File: src/rtl/mmu_cmd_sequencer.sv
// mmu_cmd_sequencer: the only driver of the MMU command port.
// It chooses between the exception unit and the CPU, runs each operation as a
// short fixed sequence of MMU commands, and owns the hardware Random counter
// that picks the victim entry for random TLB writes.
// Optional build macro: MMU_SEQ_STATS_EN adds the stat_tlbw / stat_exc counters.
// All outputs are registered. Each state computes the outputs that become
// visible in the following cycle.

`ifndef MMU_CMD_T
`define MMU_CMD_T              logic [2:0]
`define MMU_CMD_NONE           3'd0
`define MMU_CMD_READ_REG       3'd1
`define MMU_CMD_WRITE_REG      3'd2
`define MMU_CMD_READ_TLB       3'd3
`define MMU_CMD_WRITE_TLB      3'd4
`define MMU_CMD_WRITE_TLB_RANDOM 3'd5
`define MMU_CMD_PROB_TLB       3'd6
`endif

`ifndef MMU_REG_T
`define MMU_REG_T              logic [4:0]
`define MMU_REG_INDEX          5'd0
`define MMU_REG_RANDOM         5'd1
`define MMU_REG_WIRED          5'd6
`define MMU_REG_ENTRYHI        5'd10
`endif

module mmu_cmd_sequencer #(
  parameter int ENTRY_ADDR_WIDTH = 4
) (
  input  logic                        clk,
  input  logic                        res,
  input  logic                        cpu_req,
  input  logic [2:0]                  cpu_op,
  input  `MMU_REG_T                   cpu_reg,
  input  logic [31:0]                 cpu_wdata,
  output logic                        cpu_ack,
  input  logic                        exc_req,
  input  `MMU_REG_T                   exc_reg,
  input  logic [31:0]                 exc_wdata,
  output logic                        exc_ack,
  output logic                        done,
  output logic                        done_src,
  output logic [31:0]                 rdata,
  output logic                        busy,
  output `MMU_CMD_T                   mmu_cmd,
  output `MMU_REG_T                   mmu_reg,
  output logic [31:0]                 mmu_dataIn,
  input  logic [31:0]                 mmu_dataOut,
  output logic [ENTRY_ADDR_WIDTH-1:0] random_val
`ifdef MMU_SEQ_STATS_EN
  ,
  output logic [31:0]                 stat_tlbw,
  output logic [31:0]                 stat_exc
`endif
);

  localparam logic [2:0] OP_MFC0  = 3'd0;
  localparam logic [2:0] OP_MTC0  = 3'd1;
  localparam logic [2:0] OP_TLBR  = 3'd2;
  localparam logic [2:0] OP_TLBWI = 3'd3;
  localparam logic [2:0] OP_TLBWR = 3'd4;
  localparam logic [2:0] OP_TLBP  = 3'd5;

  // Highest entry index, the Random reload value.
  localparam logic [ENTRY_ADDR_WIDTH-1:0] RAND_TOP = '1;

  typedef enum logic [2:0] {
    S_IDLE,
    S_ISSUE,
    S_RDWAIT,
    S_RANDWR,
    S_FIN
  } state_t;

  state_t                      state_q, state_d;
  logic [2:0]                  op_q, op_d;
  logic                        src_q, src_d;       // 1 = exception unit
  logic [4:0]                  reg_q, reg_d;
  logic [31:0]                 wdata_q, wdata_d;
  logic                        cpu_ack_q, cpu_ack_d;
  logic                        exc_ack_q, exc_ack_d;
  logic                        done_q, done_d;
  logic                        done_src_q, done_src_d;
  logic [31:0]                 rdata_q, rdata_d;
  logic                        busy_q, busy_d;
  logic [2:0]                  cmd_q, cmd_d;
  logic [4:0]                  mreg_q, mreg_d;
  logic [31:0]                 mdata_q, mdata_d;
  logic [ENTRY_ADDR_WIDTH-1:0] random_q, random_d;
  logic [ENTRY_ADDR_WIDTH-1:0] wired_q, wired_d;
  logic                        wired_wr;

  // A WIRED write takes effect in the cycle its WRITE_REG is on the MMU port;
  // that is when this sequencer sits in FIN for a register write.
  assign wired_wr = (state_q == S_FIN) && (op_q == OP_MTC0) &&
                    (reg_q == `MMU_REG_WIRED);

  // Random counter: counts down toward wired, reloads at the top; WIRED writes win.
  always_comb begin
    wired_d  = wired_q;
    random_d = random_q;
    if (wired_wr) begin
      wired_d  = wdata_q[ENTRY_ADDR_WIDTH-1:0];
      random_d = RAND_TOP;
    end else if ((wired_q >= RAND_TOP) || (random_q <= wired_q)) begin
      random_d = RAND_TOP;
    end else begin
      random_d = random_q - 1'b1;
    end
  end

  // Sequencer next state and next registered outputs.
  always_comb begin
    state_d    = state_q;
    op_d       = op_q;
    src_d      = src_q;
    reg_d      = reg_q;
    wdata_d    = wdata_q;
    cpu_ack_d  = 1'b0;
    exc_ack_d  = 1'b0;
    done_d     = 1'b0;
    done_src_d = done_src_q;
    rdata_d    = rdata_q;
    cmd_d      = `MMU_CMD_NONE;
    mreg_d     = mreg_q;
    mdata_d    = mdata_q;

    unique case (state_q)
      S_IDLE: begin
        // The exception unit always wins a same-cycle tie.
        if (exc_req) begin
          exc_ack_d = 1'b1;
          src_d     = 1'b1;
          op_d      = OP_MTC0;
          reg_d     = exc_reg;
          wdata_d   = exc_wdata;
          state_d   = S_ISSUE;
        end else if (cpu_req) begin
          cpu_ack_d = 1'b1;
          src_d     = 1'b0;
          op_d      = cpu_op;
          reg_d     = cpu_reg;
          wdata_d   = cpu_wdata;
          state_d   = S_ISSUE;
        end
      end
      S_ISSUE: begin
        state_d = S_FIN;
        unique case (op_q)
          OP_MTC0: begin
            cmd_d   = `MMU_CMD_WRITE_REG;
            mreg_d  = reg_q;
            mdata_d = wdata_q;
          end
          OP_MFC0: begin
            cmd_d   = `MMU_CMD_READ_REG;
            mreg_d  = reg_q;
            state_d = S_RDWAIT;
          end
          OP_TLBR:  cmd_d = `MMU_CMD_READ_TLB;
          OP_TLBWI: cmd_d = `MMU_CMD_WRITE_TLB;
          OP_TLBP:  cmd_d = `MMU_CMD_PROB_TLB;
          OP_TLBWR: begin
            // Random value shown alongside this command is the one written.
            cmd_d   = `MMU_CMD_WRITE_REG;
            mreg_d  = `MMU_REG_RANDOM;
            mdata_d = {{(32-ENTRY_ADDR_WIDTH){1'b0}}, random_d};
            state_d = S_RANDWR;
          end
          default: begin
            // Reserved opcode: complete immediately without touching the MMU.
            done_d     = 1'b1;
            done_src_d = src_q;
            state_d    = S_IDLE;
          end
        endcase
      end
      S_RDWAIT: begin
        // MMU read data is registered; wait one cycle for it.
        state_d = S_FIN;
      end
      S_RANDWR: begin
        cmd_d   = `MMU_CMD_WRITE_TLB_RANDOM;
        state_d = S_FIN;
      end
      S_FIN: begin
        done_d     = 1'b1;
        done_src_d = src_q;
        if (op_q == OP_MFC0) begin
          rdata_d = mmu_dataOut;
        end
        state_d = S_IDLE;
      end
      default: state_d = S_IDLE;
    endcase

    busy_d = (state_d != S_IDLE);
  end

  // State and output registers, synchronous active-low reset.
  always_ff @(posedge clk) begin
    if (!res) begin
      state_q    <= S_IDLE;
      op_q       <= 3'd0;
      src_q      <= 1'b0;
      reg_q      <= 5'd0;
      wdata_q    <= 32'd0;
      cpu_ack_q  <= 1'b0;
      exc_ack_q  <= 1'b0;
      done_q     <= 1'b0;
      done_src_q <= 1'b0;
      rdata_q    <= 32'd0;
      busy_q     <= 1'b0;
      cmd_q      <= `MMU_CMD_NONE;
      mreg_q     <= 5'd0;
      mdata_q    <= 32'd0;
      random_q   <= RAND_TOP;
      wired_q    <= '0;
    end else begin
      state_q    <= state_d;
      op_q       <= op_d;
      src_q      <= src_d;
      reg_q      <= reg_d;
      wdata_q    <= wdata_d;
      cpu_ack_q  <= cpu_ack_d;
      exc_ack_q  <= exc_ack_d;
      done_q     <= done_d;
      done_src_q <= done_src_d;
      rdata_q    <= rdata_d;
      busy_q     <= busy_d;
      cmd_q      <= cmd_d;
      mreg_q     <= mreg_d;
      mdata_q    <= mdata_d;
      random_q   <= random_d;
      wired_q    <= wired_d;
    end
  end

`ifdef MMU_SEQ_STATS_EN
  logic [31:0] stat_tlbw_q, stat_exc_q;

  // Completion counters, bumped on the FIN cycle of the counted operations.
  always_ff @(posedge clk) begin
    if (!res) begin
      stat_tlbw_q <= 32'd0;
      stat_exc_q  <= 32'd0;
    end else if (state_q == S_FIN) begin
      if (!src_q && ((op_q == OP_TLBWI) || (op_q == OP_TLBWR))) begin
        stat_tlbw_q <= stat_tlbw_q + 32'd1;
      end
      if (src_q) begin
        stat_exc_q <= stat_exc_q + 32'd1;
      end
    end
  end

  assign stat_tlbw = stat_tlbw_q;
  assign stat_exc  = stat_exc_q;
`endif

  assign cpu_ack    = cpu_ack_q;
  assign exc_ack    = exc_ack_q;
  assign done       = done_q;
  assign done_src   = done_src_q;
  assign rdata      = rdata_q;
  assign busy       = busy_q;
  assign mmu_cmd    = cmd_q;
  assign mmu_reg    = mreg_q;
  assign mmu_dataIn = mdata_q;
  assign random_val = random_q;

endmodule

File: config.mk
export PLATFORM = sky130hd
export DESIGN_NAME = mmu_cmd_sequencer
export DESIGN_NICKNAME = d
export VERILOG_FILES = /design/src/rtl/mmu_cmd_sequencer.sv
export SDC_FILE = /design/constraint.sdc
export NUM_CORES = 1
export LEC_CHECK = 0
export ABC_AREA = 1
export CORE_MARGIN = 1
export CORE_UTILIZATION = 45
export CTS_BUF_LIST = sky130_fd_sc_hd__clkbuf_8
export DETAILED_ROUTE_END_ITERATION = 8
export GPL_ROUTABILITY_DRIVEN = 0
export GPL_TIMING_DRIVEN = 0
export PLACE_DENSITY = 0.82
export SYNTH_ARGS = -nofsm -noshare
export SYNTH_HDL_FRONTEND = slang
export SYNTH_SLANG_ARGS = --single-unit
export TNS_END_PERCENT = 10
File: constraint.sdc
create_clock -name clk -period 2 [get_ports clk]
set_clock_uncertainty 0.2 [all_clocks]
set_input_delay 0.3 -clock clk [delete_from_list [all_inputs] [get_ports clk]]
set_output_delay 0.3 -clock clk [all_outputs]
set_load 0.02 [all_outputs]
==> summary.txt, run 1 <==
Drt
  • Vias per inst: 5.31
  • Remaining routing DRC violations: 0
  • Initial detailed-routing violation count: ~250
  • Post-route ant nets: 0
  • Vias post-DR: about 5,200
  • Wire length per cell: approximately 15 um
  • Total Wirelength: 15.3 mm
  • Iteration count of the initial detailed-routing pass: 7

GRT
  • First-pass GRT wire length: 24.2 mm
  • Initial antenna violation count: 0
  • Largest net degree at the start of global routing: 17
  • Vias in the first global route: 5,084
  • GR Overflow Total: 0
  • Total track usage: 26.7%

Power and ir drop
  • Pwr dens: 820 nW/um2
  • Sw Share: 29.9%
  • Int Pwr: 4.37 mW
  • Clock power share: 33.6%
  • Peak VDD IR: between 0.4 and 0.5 mV
  • Combinational Power Share: 19.7%
  • Seq pwr share: 46.7%
  • Switch Pwr: 1.86 mW
  • Leak pwr: 3.05 nW

Finish
  • Most frequent cells in the layout: clkdlybuf4s50_1 (190), dfxtp_1 (129), nor2_1 (89), a21oi_1 (83), o21ai_0 (74)
  • Share of cells above drive strength 1: 8.75%
  • # diodes: 0
  • Most common cell after layout, fill and taps aside: clkdlybuf4s50_1
  • Fillcell total: 875
  • Net count, final: 951
  • Fin cells: ~990
  • Area grow syn2layout: 48.4%
  • Cell area after layout: 7610 um2

Timing
  • RSZ-0062 raised after global routing: no
  • Worst rel slew slack: 59.1%
  • Highest clock rate: a little over 500 MHz
  • Worst Tran Pin Value: 0.614 ns
  • Fin. max-slew vios: 0
  • Fin crit period: 1.93 ns
  • Hold Fails Final Rpt: 0
  • # setup viols final: 0
  • Period utilisation layout: 96.6%

Logic synthesis
  • Distinct cell type count of the synthesized netlist: 31
  • Sequential share of the synthesized area: 50.4%
  • Mapped Cells: a little over 600
  • Syn avg cell area: 8.24 um2
  • Synthesized net count: between 700 and 800
  • Total number of yosys warnings: 0
  • #FFs+latches synth: 129
  • Post-Syn Area: 5130 um2

Critical path
  • CP max FO: 2
  • Critical-path cell list: clkdlybuf4s50_1
  • Crit path kind: flip-flop to primary output
  • Critical path's largest stage delay: approximately 0.63 ns
  • Slowest cell on crit path: clkdlybuf4s50_1
  • Critical path endpoint category: primary output
  • Startpoint Class: flip-flop
  • Crit path max-delay family: buffers and inverters
  • Bufs and invs on worst path: 1
  • Worst EP required: around 1.5 ns
  • Critical Path AT: 1.43 ns
  • Worst setup path start: mmu_dataIn[28]
  • Reg2reg start: state_q[1]

Die
  • Die Span X: ~110 um
  • Area of the die: 11,800 um2
  • Die height: 109 um
  • Core area: approximately 11,000 um2
  • Initial Util: 46.7%
  • Cell Rows: 38
  • I/O pin count: 194

CTS
  • Num CTS Buffers: 17
  • CTS tree: yes
  • Longest Clk Path Bufs: 2
  • Clock transition at the registers of the reported paths: 0.08 ns
  • H-tree depth: 4
  • Sink Count: 129
  • Clk root buf: clkbuf_8
  • Hold-fix buffers, CTS: 0
  • Latest clock arrival within the worst-skew pair: 0.43 ns

Hold path
  • Hold path startpoint: exc_req
  • Hold/Removal Path Class: input port to flip-flop

Status
  • Status: finished, final reports clean

Place
  • Placed Area: just over 7000 um2
  • Port bufs: 192
  • Final HPWL DP: 11.4 mm
  • Placed cell count: between 900 and 1,000

Run
  • Max-cap violations: 0
per-layer routing:
layer	global-route usage, %	part of all wire [%]	up-vias
li1	-	-	2537
met1	31.5	40	2423
met2	46.2	50	225
met3	5.38	6.1	54
met4	12.6	3.7	0
met5	0	0	-
cell type report:
class / instances / area (um2) / area share (%)
inverter: 32 / 120 / 1.58
clock inverter: 14 / 130 / 1.71
timing repair buffer: 192 / 1930 / 25.3
sequential: 129 / 2580 / 33.9
buffer: 43 / 211 / 2.78
clock buffer: 18 / 248 / 3.26
tap: 140 / 175 / 2.30
multi-input combinational: 418 / 2210 / 29.1
power by group through the flow:
stage | logic, mW | clock network [mW] | registers [mW]
6_report | 1.23 | 2.09 | 2.91
2_1_floorplan | 0.546 | 0 | 3.04
4_1_cts | 1.22 | 2.11 | 2.91
5_1_grt | 1.33 | 2.24 | 2.94
3_3_place_gp | 1.17 | 0 | 2.95
3_5_place_dp | 1.21 | 0 | 2.96
path summary, 6_finish.rpt:
path	end	slack (ns)	depth (start not counted)
hold reg to reg	random_val[0]	0.26	1
hold / removal	state_q[0]	0.21	3
setup reg to reg	wdata_q[8]	0.19	8
setup / recovery	mmu_dataIn[28]	0.07	1
stage by stage:
step	total power [mW]	setup slack, ns	TNS, ns	util, %	hold WS, ns
after floorplan	3.58	0.347	0	-	0.213
after global placement	4.13	-0.0835	-1.17	65.8	0.235
after detailed placement	4.17	-0.126	-2.85	65.8	0.247
after CTS	6.24	0.0195	0	69.2	0.199
after global routing	6.51	0.00179	0	69.3	0.238
final	6.23	0.0684	0	69.3	0.205
cell families (layout without fill, tap and decap cells):
logic type | after synthesis | in the layout | synth area share [%]
AND/OR/NAND/NOR | 196 | 196 | 16.4
buffers and inverters | 75 | 299 | 6.47
adder cells (fa/ha/maj) | 5 | 5 | 1.22
AO/OA/AOI/OAI | 179 | 179 | 18.2
flip-flops | 129 | 129 | 50.4
XOR/XNOR | 1 | 1 | 0.171
multiplexers | 37 | 37 | 7.22
cell usage after synthesis:
cell      instances  share of area (%)
a21oi_1          83                8.1
o32ai_1           1               0.17
nor2_1           89                6.5
a31oi_1           2               0.24
mux2i_1          37                7.2
o31ai_1           2               0.29
o21ai_1           8               0.78
clkbuf_1         18                1.3
o21ai_0          74                7.2
nor3_4            1               0.32
nor2_4            1               0.22
buf_2            19                1.9
ha_1              5                1.2
o21bai_1          4               0.59
nand2_2           2               0.24
nor2_2            2               0.24
a211oi_1          4               0.59
o21ai_2           1               0.17
nand2_1          56                4.1
buf_4             5               0.73
and2_1            1               0.12
nand2_4           1               0.22
dfxtp_1         129                 50
inv_1            23                1.7
inv_2             9               0.66
nand3_1          35                3.4
xnor2_1           1               0.17
nand3_2           1               0.20
buf_6             1               0.22
nand4_1           5               0.61
nor3_1            2               0.20
timing repair:
item | 4_1_cts | 5_1_grt
setup endpoints to repair | 0 | 2
gates resized for setup | 0 | 2
buffers inserted | 0 | 0
No activity file was read; power rests on OpenSTA's default activity.
==> inputs of run 2 (changes only) <==
--- a/config.mk
+++ b/config.mk
@@ -6,13 +6,15 @@
 export NUM_CORES = 1
 export LEC_CHECK = 0
 export ABC_AREA = 1
+export CELL_PAD_IN_SITES_DETAIL_PLACEMENT = 1
+export CELL_PAD_IN_SITES_GLOBAL_PLACEMENT = 1
 export CORE_MARGIN = 1
-export CORE_UTILIZATION = 45
+export CORE_UTILIZATION = 32
 export CTS_BUF_LIST = sky130_fd_sc_hd__clkbuf_8
 export DETAILED_ROUTE_END_ITERATION = 8
 export GPL_ROUTABILITY_DRIVEN = 0
 export GPL_TIMING_DRIVEN = 0
-export PLACE_DENSITY = 0.82
+export PLACE_DENSITY_LB_ADDON = 0.1
 export SYNTH_ARGS = -nofsm -noshare
 export SYNTH_HDL_FRONTEND = slang
 export SYNTH_SLANG_ARGS = --single-unit
==> run 2 against run 1 <==
Power rose by 1.1%. First-iteration DRC count decreased by 34%. Maximum frequency up 0.47%. Wire length up 7.4%. Clock power is 3% higher. Non-clock buffer count unchanged. Global-route usage is 6.2 points lower. Flip-flop and latch count unchanged. Critical path depth is the same. Setup slack improved by 0.0091 ns. Largest cell class unchanged.
==> summary.txt, run 2 (synthesis gave the netlist of run 1 again) <==
Status
  • Status: finished, final reports clean

CTS
  • Clk root buf: clkbuf_8
  • H-tree depth: 4 (unchanged)
  • Post-CTS setup buffer count: 0 (unchanged)
  • Sink Count: 129 (unchanged)
  • Hold-fix buffers, CTS: 0 (unchanged)
  • CTS tree: yes
  • Num CTS Buffers: 17 (unchanged)
  • Latest clock arrival within the worst-skew pair: 0.44 ns (about the same)
  • Clock transition at the registers of the reported paths: 0.07 ns (about the same)
  • Longest Clk Path Bufs: 2 (unchanged)

Timing
  • Worst rel slew slack: 60.5% (+1.4 points)
  • Fin. max-slew vios: 0 (unchanged)
  • RSZ-0062 raised after global routing: no
  • # setup viols final: 0 (unchanged)
  • Fin crit period: 1.92 ns (-0.00912 ns)
  • Hold Fails Final Rpt: 0 (unchanged)
  • Hold slack: 0.204 ns (-0.00158 ns)
  • Worst Tran Pin Value: 0.592 ns (-0.0216 ns)
  • Highest clock rate: 520 MHz (+0.47%)
  • Period utilisation layout: 96.1% (-0.46 points)

Die
  • Die height: 129 um (+18%)
  • I/O pin count: 194 (unchanged)
  • Area of the die: 16,500 um2 (+40%)
  • Cell Rows: 45 (+18%)
  • Core area: 15,400 um2 (+40%)
  • Initial Util: 33.2% (-13 points)
  • Die Span X: 129 um (+18%)

Power and ir drop
  • Leak pwr: 3.08 nW (+1.1%)
  • Combinational Power Share: 19.5% (-0.2 points)
  • Switch Pwr: 1.75 mW (-5.9%)
  • Peak VDD IR: 0.451 mV (+11%)
  • Tot Pwr: 6.30 mW (+1.1%)
  • Seq pwr share: 46.3% (-0.4 points)
  • Pwr dens: 818 nW/um2 (-0.15%)
  • Int Pwr: 4.55 mW (+4.0%)
  • Sw Share: 27.8% (-2.1 points)
  • Clock power share: 34.2% (+0.6 points)

Finish
  • Most common cell after layout, fill and taps aside: clkdlybuf4s50_1
  • Area grow syn2layout: 50.2%
  • Share of cells above drive strength 1: 8.29% (-0.45 points)
  • Most frequent cells in the layout: clkdlybuf4s50_1 (188), dfxtp_1 (129), nor2_1 (89), a21oi_1 (83), o21ai_0 (74)
  • Fillcell total: 1,876 (+110%)
  • Util after Layout: 49.9% (-19 points)
  • Net count, final: 951 (unchanged)
  • Fin cells: 1,055 (+7.0%)
  • # diodes: 0 (unchanged)

Drt
  • Wire length per cell: 15.5 um (+0.34%)
  • Iteration count of the initial detailed-routing pass: 4 (-3)
  • Total Wirelength: 16.4 mm (+7.4%)
  • Post-route ant nets: 0 (unchanged)
  • Vias post-DR: 5,053 (-3.6%)
  • Initial detailed-routing violation count: 162 (-34%)
  • Remaining routing DRC violations: 0 (unchanged)
  • Vias per inst: 4.79 (-9.9%)

GRT
  • Total track usage: 20.4% (-6.2 points)
  • First-pass GRT wire length: 26.0 mm (+7.4%)
  • Initial antenna violation count: 0 (unchanged)
  • Largest net degree at the start of global routing: 17 (unchanged)
  • Vias in the first global route: 5,241 (+3.1%)
  • GR Overflow Total: 0 (unchanged)

Critical path
  • Crit path kind: flip-flop to primary output
  • Slowest cell on crit path: clkdlybuf4s50_1
  • CP max FO: 2 (unchanged)
  • Startpoint Class: flip-flop
  • Critical-path cell list: clkdlybuf4s50_1
  • Critical Path AT: 1.42 ns (about the same)
  • Critical path's largest stage delay: 0.62 ns (about the same)
  • Bufs and invs on worst path: 1 (unchanged)
  • Worst EP required: 1.50 ns (about the same)
  • Crit path max-delay family: buffers and inverters
  • Critical path endpoint category: primary output

Place
  • Port bufs: 192 (unchanged)
  • Placed cell count: 1,025 (+7.4%)
  • Final HPWL DP: 12.9 mm (+13%)

Run
  • Max-cap violations: 0 (unchanged)

Hold path
  • Hold/Removal Path Class: input port to flip-flop
run 2: changes by cell type in the layout (fill, tap and decap cells not counted):
cell / change
clkdlybuf4s50_1: -2
clkinvlp_4: -4
clkinv_2: +3
inv_1: +2
dlygate4sd2_1: +1
clkinv_4: -3
inv_6: -4
bufinv_16: +1
clkbuf_8: +3
dlymetal6s2s_1: +1
run 2: what timing repair did:
item / 4_1_cts / 5_1_grt
resized for setup: 1 / 3
gates cloned: 0 / 0
endpoints found under the setup margin: 1 / 3
run 2: path summary, 6_finish.rpt:
check / from / end / slack [ns] / depth (start not counted)
setup / recovery: mmu_dataIn[30] / mmu_dataIn[30] / 0.08 / 1
hold / removal: exc_req / state_q[0] / 0.20 / 3
setup reg to reg: op_q[0] / mmu_dataIn[20] / 0.19 / 9
hold reg to reg: random_val[0] / random_val[0] / 0.25 / 1
run 2: power groups by stage:
stage | logic (mW) | registers [mW] | clock network [mW]
5_1_grt | 1.35 | 2.94 | 2.34
6_report | 1.23 | 2.92 | 2.16
3_3_place_gp | 1.20 | 2.96 | 0
2_1_floorplan | 0.546 | 3.04 | 0
3_5_place_dp | 1.24 | 2.97 | 0
4_1_cts | 1.25 | 2.91 | 2.21
run 2: layout make-up:
| class | instances | area [um2] | area share (%) |
|---|---|---|---|
| Sequential cell | 129 | 2580 | 33.5 |
| Timing Repair Buffer | 192 | 1930 | 25.0 |
| Clock buffer | 21 | 289 | 3.75 |
| Multi-Input combinational cell | 418 | 2210 | 28.7 |
| Inverter | 32 | 120 | 1.56 |
| Clock inverter | 9 | 91.3 | 1.19 |
| Buffer | 43 | 211 | 2.75 |
| Tap cell | 211 | 264 | 3.43 |
run 2: worst min-delay path: stages:
cell      delay, ns
clkbuf_1       0.22
o21ai_2        0.16
a21oi_1        0.12
run 2: through the flow:
| stage | setup TNS [ns] | worst slack, ns | area, um2 |
|---|---|---|---|
| final | 0 | 0.0775 | 7700 |
| after global routing | 0 | 0.00422 | 7700 |
| after CTS | 0 | 0.00305 | 7690 |
| after detailed placement | -7.17 | -0.283 | 7310 |
| after global placement | -5.73 | -0.278 | 7310 |
| after floorplan | 0 | 0.347 | 5130 |
run 2: layer usage:
layer  global-route usage, %  part of all wire (%)  routed length (um)  vias to the layer above
met5                       0                     0                   0                        -
met4                    5.95                  0.87                 142                        0
met3                    5.28                   4.8                 782                       14
met2                    35.9                    51                8310                      102
met1                    24.4                    44                7160                     2422
li1                        -                     -                   -                     2515
